File: config.mk
export PLATFORM = sky130hd
export DESIGN_NAME = noc_out_port
export DESIGN_NICKNAME = d
export VERILOG_FILES = /design/src/rtl/noc_pkg.sv /design/src/rtl/noc_flit_fifo.sv /design/src/rtl/noc_out_port.sv
export SDC_FILE = /design/constraint.sdc
export NUM_CORES = 1
export LEC_CHECK = 0
export CAP_MARGIN = 20
export CORE_AREA = 2 2 109 153
export CTS_BUF_LIST = sky130_fd_sc_hd__clkbuf_16
export CTS_CLUSTER_DIAMETER = 150
export DETAILED_ROUTE_END_ITERATION = 10
export DIE_AREA = 0 0 111 155
export GPL_TIMING_DRIVEN = 0
export PLACE_DENSITY_LB_ADDON = 0.08
export RECOVER_POWER = 25
export SLEW_MARGIN = 10
export SYNTH_ARGS = -nofsm -noshare
export SYNTH_HDL_FRONTEND = slang
export SYNTH_HIERARCHICAL = 1
export SYNTH_SLANG_ARGS = --single-unit
File: constraint.sdc
create_clock -name clk -period 3.4 [get_ports clk]
set_input_delay 0.51 -clock clk [delete_from_list [all_inputs] [get_ports clk]]
set_output_delay 0.51 -clock clk [all_outputs]
set_load 0.005 [all_outputs]
File: src/rtl/noc_pkg.sv
// Shared NoC router types: flit layout, port count and small helpers.
// Flit type lives in the two MSBs of every flit.
package noc_pkg;

    localparam int FLIT_W = 34;
    localparam int NPORTS = 4;

    typedef enum logic [1:0] {
        BODY   = 2'b00,
        HEAD   = 2'b01,
        TAIL   = 2'b10,
        SINGLE = 2'b11
    } flit_type_e;

    function automatic flit_type_e flit_type(input logic [1:0] tbits);
        return flit_type_e'(tbits);
    endfunction

    function automatic logic is_onehot4(input logic [3:0] v);
        return (v != 4'd0) && ((v & (v - 4'd1)) == 4'd0);
    endfunction

endpackage

File: src/rtl/noc_flit_fifo.sv
// Output-port flit FIFO; power-of-two depth so pointers wrap naturally.
// Full and empty come from the registered count only.
module noc_flit_fifo #(
    parameter int DEPTH  = 4,
    parameter int FLIT_W = 34
) (
    input  logic                   clk,
    input  logic                   reset,
    input  logic                   push,
    input  logic                   pop,
    input  logic [FLIT_W-1:0]      din,
    output logic [FLIT_W-1:0]      dout,
    output logic [$clog2(DEPTH):0] count,
    output logic                   full,
    output logic                   empty
);
    import noc_pkg::*;

    localparam int AW = $clog2(DEPTH);
    localparam int CW = AW + 1;

    logic [FLIT_W-1:0] r_mem [DEPTH];
    logic [AW-1:0]     r_wr;
    logic [AW-1:0]     r_rd;
    logic [CW-1:0]     r_count;

    always_ff @(posedge clk) begin
        if (reset) begin
            r_wr    <= '0;
            r_rd    <= '0;
            r_count <= '0;
        end else begin
            if (push) r_wr <= r_wr + 1'b1;
            if (pop)  r_rd <= r_rd + 1'b1;
            unique case ({push, pop})
                2'b10:   r_count <= r_count + 1'b1;
                2'b01:   r_count <= r_count - 1'b1;
                default: r_count <= r_count;
            endcase
        end
    end

    always_ff @(posedge clk) begin
        if (push) r_mem[r_wr] <= din;
    end

    assign dout  = r_mem[r_rd];
    assign count = r_count;
    assign full  = (r_count == CW'(DEPTH));
    assign empty = (r_count == '0);

endmodule

File: src/rtl/noc_out_port.sv
// NoC router output port: grant-selected input mux, packet lock FSM,
// protocol-error pulse and output flit FIFO toward the link.
module noc_out_port #(
    parameter int FLIT_W = 34,
    parameter int DEPTH  = 4
) (
    input  logic              clk,
    input  logic              reset,
    input  logic [3:0]        in_valid,
    input  logic [4*FLIT_W-1:0] in_flit,
    output logic [3:0]        in_ready,
    input  logic [3:0]        grant,
    output logic              lock,
    output logic              out_valid,
    output logic [FLIT_W-1:0] out_flit,
    input  logic              out_ready,
    output logic              err
);
    import noc_pkg::*;

    localparam logic [0:0] S_IDLE = 1'b0;
    localparam logic [0:0] S_XFER = 1'b1;

    logic [0:0]              r_state;
    logic [3:0]              r_sel_q;
    logic                    r_err;

    logic [0:0]              w_next;
    logic [3:0]              w_sel;
    logic [FLIT_W-1:0]       w_flit;
    flit_type_e              w_type;
    logic                    w_accept;
    logic                    w_push;
    logic                    w_pop;
    logic                    w_err_set;
    logic                    w_full;
    logic                    w_empty;
    logic [$clog2(DEPTH):0]  w_count;
    logic                    w_unused;

    // In XFER the packet's channel is pinned; the arbiter's grant is ignored.
    assign w_sel = (r_state == S_XFER) ? r_sel_q
                 : (is_onehot4(grant) ? grant : 4'b0000);

    assign in_ready = w_sel & {4{~w_full}};
    assign w_accept = |(in_valid & in_ready);

    always_comb begin
        w_flit = '0;
        for (int i = 0; i < NPORTS; i++) begin
            if (w_sel[i]) w_flit = in_flit[i*FLIT_W +: FLIT_W];
        end
    end

    assign w_type = flit_type(w_flit[FLIT_W-1:FLIT_W-2]);

    always_comb begin
        w_next    = r_state;
        w_push    = 1'b0;
        w_err_set = 1'b0;
        if (w_accept) begin
            unique case (r_state)
                S_IDLE: begin
                    unique case (w_type)
                        HEAD: begin
                            w_push = 1'b1;
                            w_next = S_XFER;
                        end
                        SINGLE:  w_push    = 1'b1;
                        default: w_err_set = 1'b1;
                    endcase
                end
                default: begin
                    w_push = 1'b1;
                    unique case (w_type)
                        TAIL:    w_next    = S_IDLE;
                        BODY:    w_next    = S_XFER;
                        default: w_err_set = 1'b1;
                    endcase
                end
            endcase
        end
    end

    // Combinational so the arbiter sees it in the head-accept cycle.
    assign lock = ((r_state == S_XFER) && !(w_accept && w_type == TAIL))
               || ((r_state == S_IDLE) && w_accept && w_type == HEAD);

    always_ff @(posedge clk) begin
        if (reset) begin
            r_state <= S_IDLE;
            r_sel_q <= 4'b0000;
            r_err   <= 1'b0;
        end else begin
            r_state <= w_next;
            r_err   <= w_err_set;
            if (r_state == S_IDLE && w_next == S_XFER) r_sel_q <= w_sel;
        end
    end

    assign err       = r_err;
    assign out_valid = ~w_empty;
    assign w_pop     = out_valid & out_ready;
    assign w_unused  = ^w_count;

    noc_flit_fifo #(
        .DEPTH  (DEPTH),
        .FLIT_W (FLIT_W)
    ) u_fifo (
        .clk    (clk),
        .reset  (reset),
        .push   (w_push),
        .pop    (w_pop),
        .din    (w_flit),
        .dout   (out_flit),
        .count  (w_count),
        .full   (w_full),
        .empty  (w_empty)
    );

endmodule
* Yosys cells after proc, flatten, opt, wreduce, memory -nomap -nowiden *
Memories as Yosys holds them, arrays and structs flattened. A register that Yosys moved wholly into a read port is not among the register bits.
Cells that the tools add are included.

word-level totals
  flip-flop bits (word level) = 13
  memory bits (writable) = 136
  input port bits = 147
  output and inout port bits = 41
  word-level logic and storage cells = 64
  memories = 1

operators by class
  add/sub/neg operators = 5
  eq/ne operators = 6
  multiplexer cells = 21
  bitwise gates (word level) = 8
  reductions and logical operators = 17

memory list
  name          words  width  read ports  clocked after Yosys merged registers in  write ports  RTL line             source
  u_fifo.r_mem  4      34     1           1                                        1            noc_flit_fifo.sv:22  logic [FLIT_W-1:0] r_mem [DEPTH];

operator list
  cell                                                                    count
  34-bit 2-to-1 mux                                                       4
  4-bit bitwise AND                                                       3
  1-bit 2-to-1 mux                                                        12
  4-bit 2-to-1 mux                                                        2
  2-bit equality test (second input constant)                             3
  1-bit logical AND                                                       6
  3-bit case mux with 2 select lines                                      1
  2-bit OR reduction                                                      3
  2-bit by 1-bit adder with 2-bit output (second input constant)          2
  2-bit by 1-bit equality test with 1-bit output (second input constant)  2
  4-bit zero test                                                         1
  2-bit 2-to-1 mux                                                        2
  1-bit inverter                                                          4
  4-bit nonzero test                                                      1
  4-bit OR reduction                                                      1
  4-bit by 1-bit subtractor with 4-bit output (second input constant)     1
  3-bit by 1-bit adder with 3-bit output (second input constant)          1
  3-bit equality test (second input constant)                             1
  3-bit zero test                                                         1
  3-bit by 1-bit subtractor with 3-bit output (second input constant)     1
  2-bit zero test                                                         1
  2-bit nonzero test                                                      1
  1-bit bitwise AND                                                       1
  1-bit zero test                                                         1
  1-bit logical OR                                                        1

* Depth between registers and ports, before layout *
Gate-level depths: netlist of the first run.

  depth after elaboration = 17
  mapped depth = 15

* Modules after synthesis *
The synthesis of the first run kept the hierarchy.

modules (own cells, without submodules)
  module         times used  cells an instance  area an instance (um^2)
  noc_flit_fifo  1           225                5388.9
  noc_out_port   1           225                1413.9

* Least setup slack after synthesis of the first run *
No wires, ideal clock.

  kind = input to register
  start point = in grant[1]
  end point = mem u_fifo.r_mem[0][0] (enable)
  setup time = 0.394 ns
  arrival = 3.204 ns
  data required time = 3.006 ns
  slack = -0.199 ns
  stages = 7
  buffers on the path = 0
  path through = or4b_2 > o21ai_0 > a221oi_1 > o31a_1 > ha_1 > nor2_1 > and2_1

between the ends
  cells in the longest elaborated chain, start to end = 17
  elaborated cells between the ends (all ways) = 22
  those cells by class = 1 x add/sub; 2 x eq/ne; 11 x mux; 3 x bitwise; 5 x reduce/logical

RTL lines
  what                                                                                   RTL line             source
  start, declared                                                                        noc_out_port.sv:12   input logic [3:0] grant,
  4-bit by 1-bit subtractor with 4-bit output                                            noc_pkg.sv:20        return (v != 4'd0) && ((v & (v - 4'd1)) == 4'd0);
  4-bit bitwise AND                                                                      noc_pkg.sv:20
  4-bit zero test                                                                        noc_pkg.sv:20
  1-bit logical AND                                                                      noc_pkg.sv:20
  4-bit 2-to-1 mux *                                                                     noc_out_port.sv:43   : (is_onehot4(grant) ? grant : 4'b0000);
  4-bit 2-to-1 mux *                                                                     noc_out_port.sv:42   assign w_sel = (r_state == S_XFER) ? r_sel_q
  34-bit 2-to-1 mux (4 in a row)                                                         noc_out_port.sv:51   if (w_sel[i]) w_flit = in_flit[i*FLIT_W +: FLIT_W];
  2-bit by 1-bit equality test with 1-bit output or 2-bit equality test (tied branches)  noc_out_port.sv:64   unique case (w_type)
  2-bit OR reduction (no line)                                                           --
  1-bit 2-to-1 mux                                                                       noc_out_port.sv:64
  1-bit 2-to-1 mux                                                                       noc_out_port.sv:62   unique case (r_state)
  1-bit 2-to-1 mux *                                                                     noc_out_port.sv:61   if (w_accept) begin
  net w_push                                                                             noc_out_port.sv:33   logic w_push;
  1-bit 2-to-1 mux *                                                                     noc_flit_fifo.sv:44  if (push) r_mem[r_wr] <= din;
  1-bit 2-to-1 mux (implied by the code) *                                               noc_flit_fifo.sv:44
  end, declared                                                                          noc_flit_fifo.sv:22

Mark *: on every way through the listed nets, which the timed path passes. The rest lies on a longest branch.

* Final worst setup path of the first run *
  start point = in grant[2]
  end point = reg u_fifo.r_count[2], in the netlist u_fifo/count[2]

between the ends
  cells in the longest elaborated chain, start to end = 17
  elaborated cells between the ends (all ways) = 24
  those cells by class = 1 x add/sub; 4 x eq/ne; 10 x mux; 3 x bitwise; 6 x reduce/logical

RTL lines
  what                                                                                   RTL line             source
  4-bit by 1-bit subtractor with 4-bit output                                            noc_pkg.sv:20
  4-bit bitwise AND                                                                      noc_pkg.sv:20
  4-bit zero test                                                                        noc_pkg.sv:20
  1-bit logical AND                                                                      noc_pkg.sv:20
  4-bit 2-to-1 mux *                                                                     noc_out_port.sv:43
  4-bit 2-to-1 mux *                                                                     noc_out_port.sv:42
  34-bit 2-to-1 mux (4 in a row)                                                         noc_out_port.sv:51
  2-bit by 1-bit equality test with 1-bit output or 2-bit equality test (tied branches)  noc_out_port.sv:64
  2-bit OR reduction (no line)                                                           --
  1-bit 2-to-1 mux                                                                       noc_out_port.sv:64
  1-bit 2-to-1 mux                                                                       noc_out_port.sv:62
  1-bit 2-to-1 mux *                                                                     noc_out_port.sv:61
  net w_push                                                                             noc_out_port.sv:33
  2-bit by 1-bit equality test with 1-bit output or 2-bit equality test (tied branches)  noc_flit_fifo.sv:35  unique case ({push, pop})
  3-bit case mux with 2 select lines or 2-bit nonzero test (tied branches)               --
  end signal, assigned                                                                   noc_flit_fifo.sv:36  2'b10: r_count <= r_count + 1'b1;
  end signal, assigned                                                                   noc_flit_fifo.sv:37  2'b01: r_count <= r_count - 1'b1;
  end signal, assigned                                                                   noc_flit_fifo.sv:38  default: r_count <= r_count;
  end, declared                                                                          noc_flit_fifo.sv:25  logic [CW-1:0] r_count;

Marked as above.
A chain may end at the register's enable or synchronous reset.

==> insert_results.sql, run 1 <==
INSERT INTO impl_metrics (metric_group, metric, value, unit) VALUES
('outcome', 'run_status', 'complete, no violations', ''),
('cts', 'htree_num_levels', '4', ''),
('cts', 'insertion_delay', '410', 'ps'),
('worst_setup_path', 'crit_fanout', '7', ''),
('routing', 'vias_per_cell', '5.527', ''),
('timing', 'worst_pin_slew', '730.5', 'ps'),
('timing', 'post-route-period-util', '0.9575', ''),
('cts', 'cts_buffers', '17', ''),
('floorplanning', 'core_area', '15900', 'um2'),
('final_layout', 'final_layout_net_count', '819', ''),
('synthesis', 'synth_largest_type_area_fraction', '0.6003', ''),
('worst_setup_path', 'timing.critical_path.from_type', 'primary input', ''),
('routing', 'route.detailed.wl_per_inst', '20.96', 'um'),
('cts', 'clkTransAtPathRegs', '60', 'ps'),
('routing', 'totalWireLength', '18380', 'um'),
('synthesis', 'yosys_warnings', '6', ''),
('synthesis', 'synth_top_cells_by_count', 'edfxtp_1, o21ai_0, nand2_1', ''),
('final_layout', 'area_overhead_vs_synth', '41.77', '%'),
('timing', 'finalClockSkew', '8.884', 'ps'),
('power', 'vdd.ir_drop.worst', '0.0002821', 'V'),
('timing', 'setup_repair_after_global_routing_missed_its_margin', 'no', ''),
('routing', 'dr_total_vias', '4847', ''),
('worst_setup_path', 'crit_start', 'grant[2]', ''),
('timing', 'setup-violations-final', '0', ''),
('routing', 'ant_nets', '0', ''),
('worst_setup_path', 'cp-end-kind', 'flop', ''),
('synthesis', 'dominantRegCellSynth', 'edfxtp_1', ''),
('timing', 'slew-limit-headroom', '0.5130', ''),
('synthesis', 'synthTopCellsByArea', 'edfxtp_1, mux4_2, o21ai_0', ''),
('flow_run', 'timing.max_cap.violations', '0', ''),
('routing', 'drcViolationCount', '0', ''),
('floorplanning', 'die_w', '111', 'um'),
('final_layout', 'final-seq-area', '4384', 'um2'),
('worst_setup_path', 'critPathRequiredTime', '3750', 'ps'),
('final_layout', 'multi_input_area', '2252', 'um2'),
('floorplanning', 'die_h', '155', 'um'),
('worst_setup_path', 'crit_type', 'in -> reg', ''),
('floorplanning', 'design.die.area', '17210', 'um2'),
('hold_path', 'hp-start', 'r_sel_q[0]$_SDFFE_PP0P_', ''),
('global_route', 'pin_count_of_the_biggest_net_entering_global_routing', '35', ''),
('synthesis', 'number_of_nets_produced_by_synthesis', '604', ''),
('cts', 'cts_hold_repair.buffers', '0', ''),
('cts', 'cts_tree', 'done', ''),
('place', 'dp_hpwl', '12680', 'um'),
('routing', 'drt-initial-drc-count', '220', ''),
('cts', 'cts_root_buffer', 'clkbuf_16', ''),
('worst_setup_path', 'worst_r2r_startpoint', 'r_state$_SDFF_PP0_', ''),
('synthesis', 'async_flop_share', '0', ''),
('synthesis', 'netlist-cell-type-count', '40', ''),
('global_route', 'gr-usage-all-layers', '0.2166', ''),
('timing', 'hold_violations', '0', ''),
('place', 'port_buffers', '187', ''),
('routing', 'drt-pass1-iter-count', '5', ''),
('floorplanning', 'core.rowCount', '55', ''),
('power', 'power.static_leakage', '3.221', 'nW'),
('final_layout', 'post_route_cells_drive_above_1_share', '0.1490', ''),
('floorplanning', 'boundaryPins', '188', ''),
('hold_path', 'hp-class', 'reg -> reg', ''),
('final_layout', 'final_core_area_utilization', '0.6067', ''),
('cts', 'clock_sinks', '151', ''),
('global_route', 'grt_pass1_wl', '28150', 'um'),
('hold_path', 'min_path_cells', '2', ''),
('synthesis', 'syn_area_per_cell', '15.12', 'um2'),
('cts', 'clockBufferDepth', '2', ''),
('synthesis', 'synth_enable_flop_cells', '136', ''),
('synthesis', 'total_standard_cell_area_after_synthesis', '6803', 'um2'),
('synthesis', 'synth_seq_area_share', '0.6445', ''),
('place', 'placed_cell_area', '8929', 'um2'),
('global_route', 'number_of_antenna_violations_at_the_first_check_in_global_routing', '0', ''),
('global_route', 'grt_pass1_vias', '5178', ''),
('final_layout', 'antenna_cells_inserted', '0', '');
through the flow:
stage / power [W] / TNS (ps) / worst slack, ps / hold WS (ps) / std cells
2_1_floorplan: 0.002231 / 0 / 42.74 / 460.4 / 450
3_3_place_gp: 0.002488 / -183550 / -1151 / 483.3 / 836
3_5_place_dp: 0.002496 / -194950 / -1150 / 496.0 / 836
4_1_cts: 0.004379 / 0 / 16.26 / 505.5 / 875
5_1_grt: 0.004488 / 0 / 16.97 / 522.7 / 877
6_report: 0.004347 / 0 / 144.4 / 507.4 / 877
per-layer routing:
metal	vias to the layer above	track usage	routed length, um
li1	2241	-	-
met1	2417	0.2472	7000
met2	170	0.4032	10140
met3	19	0.05142	958
met4	0	0.06369	282
met5	-	0	0
report_power, final:
group	internal, W	switching [W]	total [W]	leakage, nW
logic	0.000254	0.000160	0.000414	1.56
clock network	0.00116	0.000732	0.00189	0.286
registers	0.00204	0.00000357	0.00204	1.37
cell families after synthesis:
kind of cell             Yosys count  share of synthesized area
AO/OA/AOI/OAI                    133                     0.1328
XOR/XNOR                           5                   0.006439
adder cells (fa/ha/maj)            7                    0.01398
buffers and inverters             44                    0.03403
flip-flops                       151                     0.6445
multiplexers                      35                     0.1162
AND/OR/NAND/NOR                   75                    0.05205
path summary, 6_finish.rpt:
kind         slack, ps                             to
min reg2reg        510        r_sel_q[0]$_SDFFE_PP0P_
max                140   u_fifo/count[2]$_SDFFE_PP0P_
min                510        r_sel_q[0]$_SDFFE_PP0P_
max reg2reg        150  u_fifo/r_mem[3][27]$_DFFE_PP_
cell usage in the layout, fill, tap and decap left out, types with 3 or more instances in the layout:
cell type	netlist	layout
a21oi_1	7	6
a221o_1	34	34
a22oi_1	3	3
and2_4	0	4
buf_12	3	3
buf_2	8	4
buf_4	0	9
bufinv_16	0	3
clkbuf_1	19	22
clkbuf_16	0	17
clkbuf_2	0	4
clkdlybuf4s50_1	0	146
clkinvlp_4	0	5
dfxtp_1	15	15
dlygate4sd3_1	0	36
edfxtp_1	136	136
ha_1	6	5
inv_1	13	15
inv_6	0	4
mux4_1	4	4
mux4_2	30	30
nand2_1	39	39
nor2_1	14	13
nor2b_1	4	4
nor3_1	3	3
o21ai_0	73	70
o21ai_4	1	3
or3_1	4	4
or4b_4	1	4
xor2_1	3	3
layout make-up:
cell class / count / share of cell area
flip-flops and latches: 151 / 0.4546
multi-input cells: 255 / 0.2335
repair buffers: 198 / 0.1997
clock buffers: 17 / 0.04411
well taps: 199 / 0.02582
plain buffers: 29 / 0.01868
clock inverters: 15 / 0.01855
inverters: 13 / 0.005060
worst max-delay path, stage by stage:
cell	delay [ps]
clkbuf_2	120
or4b_4	570
o211a_1	250
a221oi_2	330
o31a_1	220
ha_1	170
nor2_2	80
inv_1	120
ha_2	190
inv_1	50
fa_2	330
xor2_1	150
or3_1	390
a21oi_2	120
registers in the layout, summed over array words and instances (netlist names), named ones only:
register / count
err: 1
r_sel_q: 4
r_state: 1
u_fifo/count: 3
u_fifo/r_mem: 136
u_fifo/r_rd: 2
u_fifo/r_wr: 2
what timing repair did:
item,CTS,global route
gates resized for setup,25,13
pin swaps,8,6
endpoints found under the setup margin,143,1
buffers inserted,9,2
gates cloned,0,0
No activity file was read; power rests on OpenSTA's default activity.
==> run 2, diff against run 1 <==
--- a/config.mk
+++ b/config.mk
@@ -5,12 +5,12 @@
 export SDC_FILE = /design/constraint.sdc
 export NUM_CORES = 1
 export LEC_CHECK = 0
-export CAP_MARGIN = 20
-export CORE_AREA = 2 2 109 153
+export CORE_AREA = 2 2 102 144
 export CTS_BUF_LIST = sky130_fd_sc_hd__clkbuf_16
 export CTS_CLUSTER_DIAMETER = 150
 export DETAILED_ROUTE_END_ITERATION = 10
-export DIE_AREA = 0 0 111 155
+export DIE_AREA = 0 0 104 146
+export DONT_BUFFER_PORTS = 1
 export GPL_TIMING_DRIVEN = 0
 export PLACE_DENSITY_LB_ADDON = 0.08
 export RECOVER_POWER = 25
==> insert_results.sql, run 2 (synthesis results as in run 1) <==
INSERT INTO impl_metrics (metric_group, metric, value, unit) VALUES
('outcome', 'run_status', 'complete, no violations', ''),
('timing', 'fmax', '0.3189', 'GHz'),
('routing', 'route.detailed.wl_per_inst', '24.03', 'um'),
('worst_setup_path', 'timing.critical_path.from_type', 'primary input', ''),
('place', 'dp_hpwl', '10690', 'um'),
('power', 'clock_power_share', '0.446', ''),
('worst_setup_path', 'arrival', '3480', 'ps'),
('floorplanning', 'die_h', '146', 'um'),
('timing', 'setup_repair_after_global_routing_missed_its_margin', 'no', ''),
('cts', 'cts_buffers', '17', ''),
('timing', 'hold_violations', '0', ''),
('place', 'gpl.final_weighted_congestion', '0.7630', ''),
('worst_setup_path', 'crit_fanout', '8', ''),
('worst_setup_path', 'cpMaxStageDelayCell', 'or4b_1', ''),
('final_layout', 'final_layout_net_count', '623', ''),
('routing', 'drt-initial-drc-count', '266', ''),
('worst_setup_path', 'crit_type', 'in -> reg', ''),
('power', 'vdd.ir_drop.worst', '0.0002721', 'V'),
('floorplanning', 'die_w', '104', 'um'),
('routing', 'vias_per_cell', '6.286', ''),
('floorplanning', 'design.die.area', '15180', 'um2'),
('global_route', 'grt_pass1_vias', '4249', ''),
('final_layout', 'layout.cells.most_common_list', 'edfxtp_1, o21ai_0, nand2_1, a221o_1, mux4_2', ''),
('final_layout', 'finish.instance_area', '7595', 'um2'),
('power', 'cell_internal_pwr', '0.003194', 'W'),
('cts', 'clockBufferDepth', '2', ''),
('cts', 'cts_tree', 'done', ''),
('hold_path', 'hp-class', 'in -> reg', ''),
('worst_setup_path', 'path_cells', 'or4b_1 -> clkbuf_1 -> o21ai_4 -> a221oi_2 -> o31a_1 -> ha_1 -> nor2_4 -> inv_1 -> ha_1 -> inv_1 -> fa_1 -> xor2_1 -> or3_1 -> a21oi_1', ''),
('timing', 'final_period_minus_worst_setup_slack', '3136', 'ps'),
('power', 'net-switching-power', '0.0008499', 'W'),
('flow_run', 'timing.max_cap.violations', '0', ''),
('timing', 'slew_viol_final', '0', ''),
('worst_setup_path', 'delay_of_the_slowest_cell_on_the_worst_path', '500', 'ps'),
('power', 'power.static_leakage', '2.372', 'nW'),
('final_layout', 'largest_register_ffs', '136', ''),
('place', 'placed_cell_area', '7039', 'um2'),
('final_layout', 'final.fill_count', '1173', ''),
('power', 'pwr_density_cell', '532.4', 'nW/um2'),
('final_layout', 'post_route_cells_drive_above_1_share', '0.1618', ''),
('timing', 'worst_pin_slew', '922.7', 'ps'),
('floorplanning', 'core_area', '13780', 'um2'),
('final_layout', 'antenna_cells_inserted', '0', ''),
('worst_setup_path', 'r2r.worst_path.cells', '14', ''),
('timing', 'finalClockSkew', '8.339', 'ps'),
('global_route', 'pin_count_of_the_biggest_net_entering_global_routing', '35', ''),
('global_route', 'gr-usage-all-layers', '0.2124', ''),
('cts', 'insertion_delay', '410', 'ps'),
('cts', 'clock_sinks', '151', ''),
('final_layout', 'area_overhead_vs_synth', '11.64', '%'),
('timing', 'slew-limit-headroom', '0.3849', ''),
('global_route', 'grt_pass1_wl', '24050', 'um'),
('routing', 'drcViolationCount', '0', ''),
('timing', 'finalHoldWorstSlack', '156.9', 'ps'),
('cts', 'cts-resized-gates', '2', ''),
('cts', 'cts_root_buffer', 'clkbuf_16', ''),
('cts', 'post_cts.repair.setup_buffers', '0', ''),
('cts', 'clkTransAtPathRegs', '60', 'ps'),
('final_layout', 'max_flop_register', 'u_fifo/r_mem', ''),
('worst_setup_path', 'cp-end-kind', 'flop', ''),
('global_route', 'number_of_antenna_violations_at_the_first_check_in_global_routing', '0', ''),
('routing', 'totalWireLength', '16030', 'um'),
('global_route', 'global_route.overflow_total', '0', ''),
('routing', 'drt-pass1-iter-count', '4', ''),
('power', 'power.share.combinational', '0.049', ''),
('floorplanning', 'initial_utilization', '0.4936', ''),
('floorplanning', 'boundaryPins', '188', ''),
('place', 'port_buffers', '0', ''),
('final_layout', 'final_common_cell', 'edfxtp_1', ''),
('timing', 'post-route-period-util', '0.9224', ''),
('timing', 'setup-violations-final', '0', ''),
('power', 'part_of_the_power_in_registers', '0.505', ''),
('cts', 'cts_hold_repair.buffers', '0', ''),
('cts', 'htree_num_levels', '4', ''),
('worst_setup_path', 'critPathRequiredTime', '3740', 'ps'),
('routing', 'dr_total_vias', '4193', ''),
('floorplanning', 'core.rowCount', '51', ''),
('routing', 'ant_nets', '0', ''),
('power', 'sw_share', '0.2102', ''),
('hold_path', 'min_path_cells', '1', '');
[run 2: cell count changes in the layout (fill, tap and decap cells not counted), moves of 4 or more]
| cell | delta |
|---|---|
| dlygate4sd3_1 | -36 |
| clkbuf_2 | -4 |
| buf_4 | -9 |
| clkdlybuf4s50_1 | -146 |
[run 2: per-layer routing]
layer / global-route usage / up-vias / share of wire
met2: 0.3664 / 179 / 0.53
met5: 0 / - / 0
met3: 0.05643 / 16 / 0.063
li1: - / 1852 / -
met1: 0.2576 / 2146 / 0.39
met4: 0.07500 / 0 / 0.016
[run 2: power by group through the flow]
stage	Sequential [W]	Clock (W)	Combinational, W
floorplan	0.00208	0	0.000150
global placement	0.00208	0	0.000196
detailed placement	0.00208	0	0.000203
CTS	0.00204	0.00184	0.000204
global route	0.00204	0.00191	0.000218
finish	0.00204	0.00180	0.000196
[run 2: critical path, delay by kind of cell]
family / cells / cell delay, ps
compound gates: 4 / 920
xor+xnor: 1 / 70
simple gates: 3 / 1030
buf+inv: 3 / 330
fa+ha+maj: 3 / 620
[run 2: area by class of cell]
cell class,count,area [um2],area share
Clock inverter,15,153.9,0.02026
Buffer,31,125.1,0.01647
Multi-Input combinational cell,255,2226,0.2931
Tap cell,185,231.5,0.03048
Clock buffer,17,425.4,0.05601
Sequential cell,151,4384,0.5773
Inverter,13,48.80,0.006425
[run 2: path summary, 6_finish.rpt]
check | startpoint | to | slack, ps
max | grant[1] | u_fifo/count[2]$_SDFFE_PP0P_ | 260
max reg2reg | r_state$_SDFF_PP0_ | u_fifo/count[2]$_SDFFE_PP0P_ | 320
min reg2reg | r_sel_q[1]$_SDFFE_PP0P_ | r_sel_q[1]$_SDFFE_PP0P_ | 490
min | reset | r_sel_q[2]$_SDFFE_PP0P_ | 160
[run 2: stage by stage]
stage	std cells	setup TNS [ps]	total power, W	setup slack (ps)	utilization
6_report	667	0	0.004044	263.9	0.5510
4_1_cts	667	-18820	0.004086	-155.6	0.5538
3_5_place_dp	635	-93800	0.002286	-697.1	0.5107
5_1_grt	667	0	0.004173	52.65	0.5510
2_1_floorplan	450	0	0.002231	42.74	-
3_3_place_gp	635	-87320	0.002279	-646.1	0.5107
==> run 3, diff against run 2 <==
--- a/config.mk
+++ b/config.mk
@@ -5,11 +5,11 @@
 export SDC_FILE = /design/constraint.sdc
 export NUM_CORES = 1
 export LEC_CHECK = 0
-export CORE_AREA = 2 2 102 144
+export CORE_AREA = 2 2 110 133
 export CTS_BUF_LIST = sky130_fd_sc_hd__clkbuf_16
 export CTS_CLUSTER_DIAMETER = 150
 export DETAILED_ROUTE_END_ITERATION = 10
-export DIE_AREA = 0 0 104 146
+export DIE_AREA = 0 0 112 135
 export DONT_BUFFER_PORTS = 1
 export GPL_TIMING_DRIVEN = 0
 export PLACE_DENSITY_LB_ADDON = 0.08
==> insert_results.sql, run 3 (synthesis results as in run 1) <==
INSERT INTO impl_metrics (metric_group, metric, value, unit) VALUES
('final_layout', 'multi_input_area', '2220', 'um2'),
('worst_setup_path', 'cp-end-kind', 'flop', ''),
('cts', 'clkTransAtPathRegs', '60', 'ps'),
('power', 'power.static_leakage', '2.419', 'nW'),
('cts', 'clockBufferDepth', '2', ''),
('worst_setup_path', 'crit_type', 'in -> reg', ''),
('routing', 'totalWireLength', '15880', 'um'),
('timing', 'fmax', '0.3152', 'GHz'),
('cts', 'cts_tree', 'done', ''),
('cts', 'cts_hold_repair.buffers', '0', ''),
('cts', 'insertion_delay', '410', 'ps'),
('timing', 'finalHoldWorstSlack', '155.5', 'ps'),
('hold_path', 'min_path_cells', '1', ''),
('worst_setup_path', 'r2r.worst_path.cells', '14', ''),
('final_layout', 'final_layout_net_count', '625', ''),
('final_layout', 'finish.instance_area', '7642', 'um2'),
('final_layout', 'largest_register_ffs', '136', ''),
('final_layout', 'final_core_area_utilization', '0.5554', ''),
('cts', 'cts_root_buffer', 'clkbuf_16', ''),
('timing', 'setup-violations-final', '0', ''),
('final_layout', 'final_common_cell', 'edfxtp_1', ''),
('floorplanning', 'initial_utilization', '0.4944', ''),
('timing', 'setup_repair_after_global_routing_missed_its_margin', 'no', ''),
('power', 'pwr_density_cell', '556.0', 'nW/um2'),
('outcome', 'run_status', 'complete, no violations', ''),
('global_route', 'number_of_antenna_violations_at_the_first_check_in_global_routing', '0', ''),
('timing', 'post-route-period-util', '0.9332', ''),
('timing', 'slew_viol_final', '0', ''),
('worst_setup_path', 'worst_r2r_endpoint', 'u_fifo/count[2]$_SDFFE_PP0P_', ''),
('place', 'port_buffers', '0', ''),
('final_layout', 'final.fill_count', '1131', ''),
('place', 'placed_cell_area', '7022', 'um2'),
('final_layout', 'area_overhead_vs_synth', '12.34', '%'),
('global_route', 'gr-usage-all-layers', '0.2131', ''),
('timing', 'worst_pin_slew', '939.5', 'ps'),
('floorplanning', 'die_w', '112', 'um'),
('floorplanning', 'core_area', '13760', 'um2'),
('timing', 'hold_violations', '0', ''),
('final_layout', 'max_flop_register', 'u_fifo/r_mem', ''),
('floorplanning', 'die_h', '135', 'um'),
('routing', 'ant_nets', '0', ''),
('global_route', 'grt_pass1_vias', '4283', ''),
('final_layout', 'antenna_cells_inserted', '0', ''),
('global_route', 'grt_pass1_wl', '23640', 'um'),
('timing', 'slew-limit-headroom', '0.3737', ''),
('timing', 'timing.setup.tns', '0', 'ps'),
('routing', 'drt-pass1-iter-count', '4', ''),
('cts', 'htree_num_levels', '4', ''),
('hold_path', 'min_delay_worst_endpoint', 'r_state$_SDFF_PP0_', ''),
('worst_setup_path', 'arrival', '3520', 'ps'),
('cts', 'clock_sinks', '151', ''),
('global_route', 'pin_count_of_the_biggest_net_entering_global_routing', '35', ''),
('routing', 'dr_total_vias', '4170', ''),
('final_layout', 'final-seq-area', '4384', 'um2'),
('routing', 'vias_per_cell', '6.366', ''),
('worst_setup_path', 'critPathRequiredTime', '3740', 'ps'),
('final_layout', 'layout.cells.most_common_list', 'edfxtp_1, o21ai_0, nand2_1, a221o_1, mux4_2', ''),
('power', 'vdd.ir_drop.worst', '0.0002711', 'V'),
('timing', 'final_period_minus_worst_setup_slack', '3173', 'ps'),
('floorplanning', 'design.die.area', '15120', 'um2'),
('timing', 'finalClockSkew', '9.253', 'ps'),
('final_layout', 'post_route_cells_drive_above_1_share', '0.1591', ''),
('routing', 'drt-initial-drc-count', '250', ''),
('routing', 'route.detailed.wl_per_inst', '24.24', 'um'),
('place', 'gpl.final_weighted_congestion', '0.7727', ''),
('floorplanning', 'boundaryPins', '188', ''),
('routing', 'drcViolationCount', '0', ''),
('worst_setup_path', 'worst-r2r-setup-slack', '240', 'ps'),
('worst_setup_path', 'crit_start', 'grant[0]', ''),
('floorplanning', 'core.rowCount', '47', ''),
('hold_path', 'hp-start', 'reset', ''),
('worst_setup_path', 'timing.critical_path.from_type', 'primary input', ''),
('worst_setup_path', 'crit_fanout', '7', ''),
('cts', 'cts_buffers', '17', ''),
('global_route', 'global_route.overflow_total', '0', ''),
('hold_path', 'hp-class', 'in -> reg', ''),
('flow_run', 'timing.max_cap.violations', '0', ''),
('worst_setup_path', 'worst_r2r_startpoint', 'r_state$_SDFF_PP0_', ''),
('place', 'dp_hpwl', '10640', 'um');
-- run 3: where the power goes --
group          switching [W]  leakage (nW)  total, W  internal, W
clock               0.000716         0.315   0.00201      0.00129
sequential        0.00000366          1.37   0.00204      0.00204
combinational       0.000120         0.732  0.000195    0.0000747
total               0.000840          2.42   0.00425      0.00341
-- run 3: routing by layer --
| layer | track usage | routed length (um) | vias to the layer above |
|---|---|---|---|
| met5 | 0 | 0 | - |
| met4 | 0.06707 | 270 | 0 |
| met3 | 0.05386 | 1027 | 19 |
| met2 | 0.3684 | 8155 | 185 |
| met1 | 0.2660 | 6422 | 2106 |
| li1 | - | - | 1860 |
-- run 3: how the worst max path moves through the flow --
stage                               endpoint  slack [ps]  cells after the start
2_1_floorplan   u_fifo/count[2]$_SDFFE_PP0P_          40                     13
3_3_place_gp   u_fifo/r_mem[0][11]$_DFFE_PP_        -630                      8
3_5_place_dp   u_fifo/r_mem[2][11]$_DFFE_PP_        -640                      8
4_1_cts         u_fifo/r_mem[2][8]$_DFFE_PP_        -140                      7
5_1_grt         u_fifo/count[2]$_SDFFE_PP0P_          10                     14
6_report        u_fifo/count[2]$_SDFFE_PP0P_         230                     13
-- run 3: area by class of cell --
class / instances / area share
buffer: 31 / 0.01637
clock buffer: 17 / 0.05566
clock inverter: 15 / 0.02800
inverter: 13 / 0.006385
multi-input combinational: 255 / 0.2904
sequential: 151 / 0.5737
tap: 171 / 0.02800
timing repair buffer: 2 / 0.001473
-- run 3: critical path: stages --
cell and delay (ps):
or4b_4 560, o211a_1 230, a221oi_1 380, o31a_1 230, ha_1 200, nor2_4 70
inv_1 90, ha_1 180, inv_1 60, fa_1 380, xor2_1 170, or3_1 320
a21oi_1 150
-- run 3: what timing repair did --
| action | 4_1_cts | 5_1_grt |
|---|---|---|
| resized for setup | 1 | 7 |
| buffers inserted | 0 | 2 |
| hold endpoints to repair | 0 | 0 |
| pin swaps | 0 | 1 |
| setup endpoints to repair | 137 | 138 |
-- run 3: per-stage QoR --
| stage | std cells | power [W] | worst slack [ps] |
|---|---|---|---|
| after CTS | 653 | 0.004281 | -143.4 |
| final | 655 | 0.004249 | 227.1 |
| after detailed placement | 621 | 0.002285 | -639.0 |
| after floorplan | 450 | 0.002231 | 42.74 |
| after global routing | 655 | 0.004375 | 11.69 |
| after global placement | 621 | 0.002278 | -632.6 |
